### src/rtl/vita_capture_pkg.sv
// Shared types for the VITA ROI capture block: FSM state encoding and the
// sync-flag priority decode used when several flags arrive in the same cycle.
package vita_capture_pkg;

    typedef enum logic [2:0] {
        StIdle,
        StLine,
        StWaitId,
        StWaitLs,
        StEndOfF
    } state_e;

    // Bit positions in the packed data-flag vector; higher index wins.
    localparam int unsigned NumFlags = 5;
    localparam int unsigned FlagImg  = 0;
    localparam int unsigned FlagLe   = 1;
    localparam int unsigned FlagLs   = 2;
    localparam int unsigned FlagFe   = 3;
    localparam int unsigned FlagFs   = 4;

    typedef enum logic [2:0] {
        FlgNone,
        FlgImg,
        FlgLe,
        FlgLs,
        FlgFe,
        FlgFs
    } flag_e;

    // Reduce the raw flag vector to the single highest-priority flag.
    function automatic flag_e decode_flags(input logic [NumFlags-1:0] flags);
        flag_e f;
        f = FlgNone;
        if (flags[FlagFs]) begin
            f = FlgFs;
        end else if (flags[FlagFe]) begin
            f = FlgFe;
        end else if (flags[FlagLs]) begin
            f = FlgLs;
        end else if (flags[FlagLe]) begin
            f = FlgLe;
        end else if (flags[FlagImg]) begin
            f = FlgImg;
        end
        return f;
    endfunction

endpackage

### src/rtl/vita_roi_window.sv
// ROI window: holds the frame-start copy of the ROI bounds and decides whether
// the current kernel/line position lies inside the inclusive window.
module vita_roi_window #(
    parameter int unsigned XW = 10,
    parameter int unsigned YW = 11
) (
    input  logic          pclock_i,
    input  logic          reset_i,
    input  logic          load_i,
    input  logic [XW-1:0] x_start_i,
    input  logic [XW-1:0] x_end_i,
    input  logic [YW-1:0] y_start_i,
    input  logic [YW-1:0] y_end_i,
    input  logic [XW-1:0] kernel_idx_i,
    input  logic [YW-1:0] line_idx_i,
    output logic          in_roi_o
);
    import vita_capture_pkg::*;

    logic [XW-1:0] x_start_q, x_end_q;
    logic [YW-1:0] y_start_q, y_end_q;
    logic [XW-1:0] x_lo, x_hi;
    logic [YW-1:0] y_lo, y_hi;

    // Shadow the bounds only at frame start so mid-frame edits wait a frame.
    always_ff @(posedge pclock_i or posedge reset_i) begin
        if (reset_i) begin
            x_start_q <= '0;
            x_end_q   <= '0;
            y_start_q <= '0;
            y_end_q   <= '0;
        end else if (load_i) begin
            x_start_q <= x_start_i;
            x_end_q   <= x_end_i;
            y_start_q <= y_start_i;
            y_end_q   <= y_end_i;
        end
    end

    // The frame-start cycle is itself kernel 0 of line 0, so it must be
    // judged against the bounds being loaded rather than the stale shadow.
    always_comb begin
        x_lo     = load_i ? x_start_i : x_start_q;
        x_hi     = load_i ? x_end_i   : x_end_q;
        y_lo     = load_i ? y_start_i : y_start_q;
        y_hi     = load_i ? y_end_i   : y_end_q;
        in_roi_o = (x_lo <= kernel_idx_i) && (kernel_idx_i <= x_hi) &&
                   (y_lo <= line_idx_i)   && (line_idx_i   <= y_hi);
    end

endmodule

### src/rtl/vita_roi_capture.sv
// VITA sync-decoded ROI capture: tracks frame/line/kernel position from the
// decoded sync flags, forwards in-window kernels one cycle later, and reports
// line/frame events and protocol errors.
module vita_roi_capture #(
    parameter int unsigned NCH = 4,
    parameter int unsigned PW  = 10,
    parameter int unsigned XW  = 10,
    parameter int unsigned YW  = 11
) (
    input  logic              pclock,
    input  logic              reset,
    input  logic              enable,
    input  logic              FS,
    input  logic              FE,
    input  logic              LS,
    input  logic              LE,
    input  logic              IMG,
    input  logic              ID,
    input  logic              LL,
    input  logic [NCH*PW-1:0] din,
    input  logic [XW-1:0]     x_start,
    input  logic [XW-1:0]     x_end,
    input  logic [YW-1:0]     y_start,
    input  logic [YW-1:0]     y_end,
    output logic [NCH*PW-1:0] dout,
    output logic              dout_valid,
    output logic              end_line,
    output logic              end_frame,
    output logic [YW-1:0]     line_idx,
    output logic [15:0]       frame_cnt,
    output logic              err_sync
);
    import vita_capture_pkg::*;

    state_e              state_q;
    logic [XW-1:0]       kernel_idx_q;
    logic [YW-1:0]       line_idx_q;
    logic [15:0]         frame_cnt_q;
    logic                last_line_q;
    logic [NCH*PW-1:0]   dout_q;
    logic                dout_valid_q;
    logic                end_line_q;
    logic                end_frame_q;
    logic                err_sync_q;

    logic [NumFlags-1:0] flags;
    flag_e               flag;
    logic                is_data;
    logic                fs_restart;
    logic                line_start;
    logic                capture;
    logic                in_roi;
    logic [XW-1:0]       k_cur;
    logic [XW-1:0]       k_next;
    logic [YW-1:0]       y_cur;
    logic [YW-1:0]       line_inc;

    // Decode the cycle: which flag wins, whether it starts a line, and the
    // kernel/line position this cycle's data belongs to.
    always_comb begin
        flags          = '0;
        flags[FlagFs]  = FS;
        flags[FlagFe]  = FE;
        flags[FlagLs]  = LS;
        flags[FlagLe]  = LE;
        flags[FlagImg] = IMG;
        flag           = decode_flags(flags);
        is_data        = (flag != FlgNone);
        // enable only gates leaving IDLE; a mid-frame FS always restarts.
        fs_restart     = (flag == FlgFs) && ((state_q != StIdle) || enable);
        line_start     = fs_restart ||
                         ((flag == FlgLs) && ((state_q == StLine) || (state_q == StWaitLs)));
        capture        = line_start || ((state_q == StLine) && is_data);
        k_cur          = line_start ? '0 : kernel_idx_q;
        k_next         = (k_cur == '1) ? k_cur : k_cur + XW'(1);
        y_cur          = fs_restart ? '0 : line_idx_q;
        line_inc       = (line_idx_q == '1) ? line_idx_q : line_idx_q + YW'(1);
    end

    vita_roi_window #(
        .XW (XW),
        .YW (YW)
    ) u_window (
        .pclock_i     (pclock),
        .reset_i      (reset),
        .load_i       (fs_restart),
        .x_start_i    (x_start),
        .x_end_i      (x_end),
        .y_start_i    (y_start),
        .y_end_i      (y_end),
        .kernel_idx_i (k_cur),
        .line_idx_i   (y_cur),
        .in_roi_o     (in_roi)
    );

    // Frame/line FSM with counters and all registered outputs.
    always_ff @(posedge pclock or posedge reset) begin
        if (reset) begin
            state_q      <= StIdle;
            kernel_idx_q <= '0;
            line_idx_q   <= '0;
            frame_cnt_q  <= '0;
            last_line_q  <= 1'b0;
            dout_q       <= '0;
            dout_valid_q <= 1'b0;
            end_line_q   <= 1'b0;
            end_frame_q  <= 1'b0;
            err_sync_q   <= 1'b0;
        end else begin
            end_line_q   <= 1'b0;
            end_frame_q  <= 1'b0;
            err_sync_q   <= 1'b0;
            dout_valid_q <= 1'b0;

            if (capture) begin
                kernel_idx_q <= k_next;
            end
            if (capture && in_roi) begin
                dout_q       <= din;
                dout_valid_q <= 1'b1;
            end

            if (fs_restart) begin
                // A partial frame is dropped silently apart from err_sync.
                state_q     <= StLine;
                line_idx_q  <= '0;
                last_line_q <= 1'b0;
                err_sync_q  <= (state_q != StIdle);
            end else begin
                unique case (state_q)
                    StIdle: begin
                        // Non-FS traffic between frames is not an error.
                    end
                    StLine: begin
                        case (flag)
                            FlgFe: begin
                                state_q     <= StWaitId;
                                last_line_q <= 1'b1;
                            end
                            FlgLe:   state_q    <= StWaitId;
                            FlgLs:   err_sync_q <= 1'b1;
                            default: ;
                        endcase
                    end
                    StWaitId: begin
                        if (ID) begin
                            end_line_q  <= 1'b1;
                            line_idx_q  <= line_inc;
                            last_line_q <= 1'b0;
                            if (LL || last_line_q) begin
                                state_q     <= StEndOfF;
                                end_frame_q <= 1'b1;
                                frame_cnt_q <= frame_cnt_q + 16'd1;
                            end else begin
                                state_q <= StWaitLs;
                            end
                        end else if (is_data) begin
                            // Any line data before the ID word is out of order.
                            err_sync_q <= 1'b1;
                        end
                    end
                    StWaitLs: begin
                        if (flag == FlgLs) begin
                            state_q <= StLine;
                        end else if (is_data) begin
                            err_sync_q <= 1'b1;
                        end
                    end
                    StEndOfF: state_q <= StIdle;
                    default:  state_q <= StIdle;
                endcase
            end
        end
    end

    assign dout       = dout_q;
    assign dout_valid = dout_valid_q;
    assign end_line   = end_line_q;
    assign end_frame  = end_frame_q;
    assign line_idx   = line_idx_q;
    assign frame_cnt  = frame_cnt_q;
    assign err_sync   = err_sync_q;

endmodule

### config.mk
export PLATFORM = sky130hd
export DESIGN_NAME = vita_roi_capture
export DESIGN_NICKNAME = d
export VERILOG_FILES = /design/src/rtl/vita_capture_pkg.sv /design/src/rtl/vita_roi_window.sv /design/src/rtl/vita_roi_capture.sv
export SDC_FILE = /design/constraint.sdc
export NUM_CORES = 1
export LEC_CHECK = 0
export CAP_MARGIN = 20
export CORE_MARGIN = 5
export CORE_UTILIZATION = 54
export CTS_CLUSTER_DIAMETER = 150
export DETAILED_ROUTE_END_ITERATION = 10
export PLACE_DENSITY = 0.95
export SYNTH_ARGS = -nofsm -noshare
export SYNTH_HDL_FRONTEND = slang
export SYNTH_SLANG_ARGS = --single-unit
### constraint.sdc
create_clock -name pclock -period 10.2 [get_ports pclock]
set_input_delay 1.02 -clock pclock [delete_from_list [all_inputs] [get_ports pclock]]
set_output_delay 1.02 -clock pclock [all_outputs]
set_load 0.01 [all_outputs]
Word level (Yosys, flattened, before mapping) --
Cells that the tools add are included.
Storage, ports and cells: register bits after elaboration 127, bits of input ports 92, output and inout bits 71, logic and storage cells 100
Operators by class: add/subtract/negate cells 3, magnitude comparators 4, eq/ne operators 15, muxes and demuxes 40, bitwise operators 1, reductions and logical operators 23
Operators by type and width (number):
- 2-to-1 mux 11 bit | 7
- 2-to-1 mux 10 bit | 4
- <= comparator 11 bit | 2
- 2-to-1 mux 3 bit | 7
- <= comparator 10 bit | 2
- 2-to-1 mux 1 bit | 17
- adder 16 x 1 -> 16 bit (second input constant) | 1
- equality test 3 x 2 -> 1 bit (second input constant) | 4
- one-hot mux 3 bit (4 select lines) | 1
- adder 11 x 1 -> 11 bit (second input constant) | 1
- equality test 11 bit (second input constant) | 1
- adder 10 x 1 -> 10 bit (second input constant) | 1
- equality test 10 bit (second input constant) | 1
- != test 3 bit (second input constant) | 3
- nonzero test 3 bit | 3
- AND reduction 4 bit | 2
- logical AND 1 bit | 7
- equality test 3 bit (second input constant) | 2
- AND reduction 3 bit | 2
- logical OR 1 bit | 5
- 2-to-1 mux 2 bit | 2
- != test 2 bit (second input constant) | 2
- nonzero test 2 bit | 2
- equality test 3 x 1 -> 1 bit (second input constant) | 1
- other kinds (6) | 6

Depth between registers and ports, before layout --
word-level depth 15, depth in mapped cells 16, mapped depth without buffers 12

Cells and area by module --
Synthesis repeated with hierarchy kept, for this count alone.
Second synthesis, totals: cell total of the unflattened synthesis 576, area, all modules 6755.2 sq um
Modules (own cells, without submodules):
- vita_roi_capture | instances 1, cells each 338, area each 4166.5 sq um, sequential area each 2127.0 sq um
- vita_roi_window | instances 1, cells each 238, area each 2588.7 sq um, sequential area each 1051.0 sq um

Worst setup path before layout --
No wires, ideal clock.
kind input to register, start point input port enable, end point register dout_q[10] (netlist: dout[10]), library setup time 125 ps, arrival 4437 ps, required time 10075 ps, path slack 5638 ps, stages 15, buffers on the path 4, cell sequence o41ai_4 clkbuf_1 clkbuf_1 buf_1 nand2_1 nand2_1 ha_1 a211o_1 a21oi_1 a221oi_1 a2111oi_0 o21ai_0 nor4b_4 buf_6 mux2_2
On the way: elaborated cells on any way between the ends 18, those cells by class order compare (4); mux (6); reduce/logical (8)
RTL lines:
- start: declaration | RTL line vita_roi_capture.sv:12 | input logic enable,
- logical OR 1 bit | RTL line vita_roi_capture.sv:70 | fs_restart = (flag == FlgFs) && ((state_q != StIdle) || enable);
- logical AND 1 bit | RTL line vita_roi_capture.sv:70
- 2-to-1 mux 11 bit
- via u_window.y_lo[6] | RTL line vita_roi_window.sv:23 | logic [YW-1:0] y_lo, y_hi;
- <= comparator 11 bit | RTL line vita_roi_window.sv:48 | (y_lo <= line_idx_i) && (line_idx_i <= y_hi);
- logical AND 1 bit | RTL line vita_roi_window.sv:47 | in_roi_o = (x_lo <= kernel_idx_i) && (kernel_idx_i <= x_hi) &&
- logical AND 1 bit | RTL line vita_roi_window.sv:48
- logical AND 1 bit | RTL line vita_roi_capture.sv:118 | if (capture && in_roi) begin
- end signal: assignment | RTL line vita_roi_capture.sv:119 | dout_q <= din;
- end: declaration | RTL line vita_roi_capture.sv:40 | logic [NCH*PW-1:0] dout_q;
The timed path passes the listed nets, and every way through them passes these cells. A chain may end at the register's enable or synchronous reset.

Worst setup path in the final report --
start point input port enable, end point register dout_q[10] (netlist: dout[10])
On the way: word-level cells in the longest chain between the ends 9, elaborated cells on any way between the ends 18, those cells by class order compare (4); mux (6); reduce/logical (8)
Ends and longest elaborated chain:
- logical OR 1 bit * | RTL line vita_roi_capture.sv:70
- logical AND 1 bit * | RTL line vita_roi_capture.sv:70
- logical OR 1 bit | RTL line vita_roi_capture.sv:71 | line_start = fs_restart ||
- 2-to-1 mux 10 bit | RTL line vita_roi_capture.sv:74 | k_cur = line_start ? '0 : kernel_idx_q;
- <= comparator 10 bit | RTL line vita_roi_window.sv:47
- logical AND 1 bit (2 in series) | RTL line vita_roi_window.sv:47
- logical AND 1 bit | RTL line vita_roi_window.sv:48
- logical AND 1 bit * | RTL line vita_roi_capture.sv:118
Mark *: on every way between the ends. The rest lies on a longest branch, timed or not.

==> results.cfg <==
[drt]
viasPerCell = 5.53
vias = 5412
wirelength_um = 17000
firstDrtPassIters = 5
drt-initial-drc-count = 515
drcViolationCount = 0
wl_per_cell_um = 17.3
postRouteAntennaNets = 0

[layout]
postLayoutCellArea_sq_um = 8900
nets = 954
nFillCells = 776
syn_to_final_growth_pct = 36.2
num_antenna_cells = 0
drive_above_1_share_pct = 10.3

[timing]
finClkSkew_ps = 7.35
worstMarginPinSlew_ps = 950
max_freq_ghz = 0.186
maxSlewViolCount = 0
final-hold-violation-count = 0
slew_headroom_pct = 36.5
fin_crit_sh_pct = 52.6
rsz0062_at_grt = no
finalSetupTns_ps = 0
fin_crit_ps = 5360
setup_viol = 0

[clock_tree]
clk_latency_ps = 410
ctsHoldBuffers = 0
postCtsSetupBuffers = 0
cts_htree_levels = 4
cts_tree = built
clk_pin_slew_ps = 60
cts_buffers = 17
cts_resized = 0
clockBufferDepth = 2
numClockSinks = 127
root_buffer = clkbuf_16

[min_path]
hp-class = flop to flop
hold_end = u_window.x_start_q[6]
hold_path.startpoint = u_window.x_start_q[6]
holdPathStages = 2

[placement]
routabilityCongestion = 0.930
portBuffers = 162
dp_hpwl_um = 12500
place_area_sq_um = 8260

[outcome]
status = complete, no violations

[critical_path]
crit_arrival_ps = 5660
critPathMaxFanout = 43
r2r_end = dout[10]
worstRegToRegCells = 13
crit_path_end_kind = flop
required_ps = 10500
start_kind = input pin
r2r_start = state_q[1]
path_class = input pin to flop
r2r_slack_ps = 5280

[global_route]
track_usage_pct = 23.8
grt_overflow = 0
antenna_found_initial = 0
grt_pass1_wl_um = 27100
grt_pass1_vias = 5467
grt_max_degree = 72

[power]
power_mw = 2.02
p_per_area_nw_per_um2 = 227
power_leakage_nw = 4.20
peakVddDrop_v = 0.000131

[die]
rows = 40
initial_utilization_pct = 54.6
dieArea_sq_um = 14400
num_io_pins = 163
placeableCoreArea_sq_um = 12000
die_w_um = 120
die_h_um = 120

[logic_synthesis]
yosys.area.top_type = dfrtp_1
synth.most_common_cell = nand2_1
syn_inst = 656
syn_avg_cell_area_sq_um = 9.96
synthFlopType = dfrtp_1
synthTopCellsByCount = nand2_1, dfrtp_1, inv_1
synth-edff-count = 0
ys_seq_area_share_pct = 48.6
synth_cell_types = 58
synthArstFlopShare_pct = 100
synth.top_cell.area_share_pct = 48.6
synth-seq-cells = 127
netlist_area_sq_um = 6540
yosys_warnings = 0
synth_fp_nets = 791
synth.area.top_cells = dfrtp_1, nand2_1, ha_1

[flow_run]
cap_violations = 0
-- routing by layer --
| metal | share of wire [%] | vias to the layer above | track usage (%) |
|---|---|---|---|
| met5 | 0 | - | 0 |
| met4 | 2.4 | 0 | 10.2 |
| met3 | 7.7 | 35 | 5.89 |
| met2 | 50 | 231 | 41.0 |
| met1 | 40 | 2585 | 28.3 |
| li1 | - | 2561 | - |
-- cell families (layout without fill, tap and decap cells) --
family / count (synthesis) / count (layout) / synth area share [%]
simple gates: 271 / 271 / 19.4
flops: 127 / 127 / 48.6
buf+inv: 74 / 250 / 4.77
compound gates: 66 / 66 / 7.18
mux: 46 / 46 / 7.85
fa+ha+maj: 44 / 44 / 8.38
xor+xnor: 28 / 28 / 3.75
-- cell usage in the layout (no fill, tap or decap), drive strengths merged, types with 3 or more instances in the layout --
cell,count
clkdlybuf4s50,162
nand2,148
dfrtp,127
inv,52
ha,43
mux2,42
nor2,31
and2,22
clkbuf,20
xnor2,17
nand4,16
a21oi,15
o21ai,15
nand3,12
nor3,11
xor2,11
a21o,9
and3,7
nand2b,4
mux2i,4
nor2b,4
clkinv,4
bufinv,4
clkinvlp,4
buf,4
nor4,4
a2111oi,3
a31oi,3
a221oi,3
-- metrics by stage --
stage	hold WS [ps]	util, %	std cells	setup slack (ps)
after detailed placement	460	69.0	947	4410
after global routing	508	74.4	979	4610
final	478	74.4	979	4840
after floorplan	441	-	656	5640
after CTS	486	74.4	979	4860
after global placement	454	69.0	947	4740
-- registers in the layout, summed over array words and instances (netlist names) --
name / count
err_sync: 1
end_frame: 1
u_window.y_end_q: 11
end_line: 1
state_q: 3
kernel_idx_q: 10
dout: 40
dout_valid: 1
frame_cnt: 16
u_window.x_end_q: 10
u_window.x_start_q: 10
last_line_q: 1
line_idx: 11
u_window.y_start_q: 11
-- worst max-delay path: stages --
cell and delay (ps):
clkdlybuf4s50_1 510, o41ai_4 800, buf_4 550, nand2_1 160, inv_1 80, ha_1 230
a21oi_1 160, nor2b_1 60, a2111oi_0 610, a221o_1 270, a31o_2 100, nor4b_4 170
buf_4 480, mux2_2 410
-- cell type report --
class,instances,area [sq um],share of cell area [%]
Multi-Input combinational cell,455,3050,34.2
Inverter,52,198,2.22
Timing Repair Buffer,166,1650,18.6
Tap cell,147,184,2.07
Sequential cell,127,3180,35.7
Clock inverter,12,185,2.08
Clock buffer,20,457,5.13
-- how the worst max path moves through the flow --
stage            from  endpoint  cells past startpoint
6_report       enable  dout[10]                     14
5_1_grt        enable  dout[18]                     14
4_1_cts        enable  dout[17]                     14
3_5_place_dp   enable  dout[17]                     14
3_3_place_gp   enable  dout[25]                     14
2_1_floorplan  enable  dout[10]                     15
-- power by group --
| part | switching, mW | internal, mW |
|---|---|---|
| logic | 0.300 | 0.354 |
| registers | 0.0796 | 0.639 |
| clock network | 0.225 | 0.423 |
| total | 0.604 | 1.42 |
Note: power is estimated with default switching activity, not from simulation.
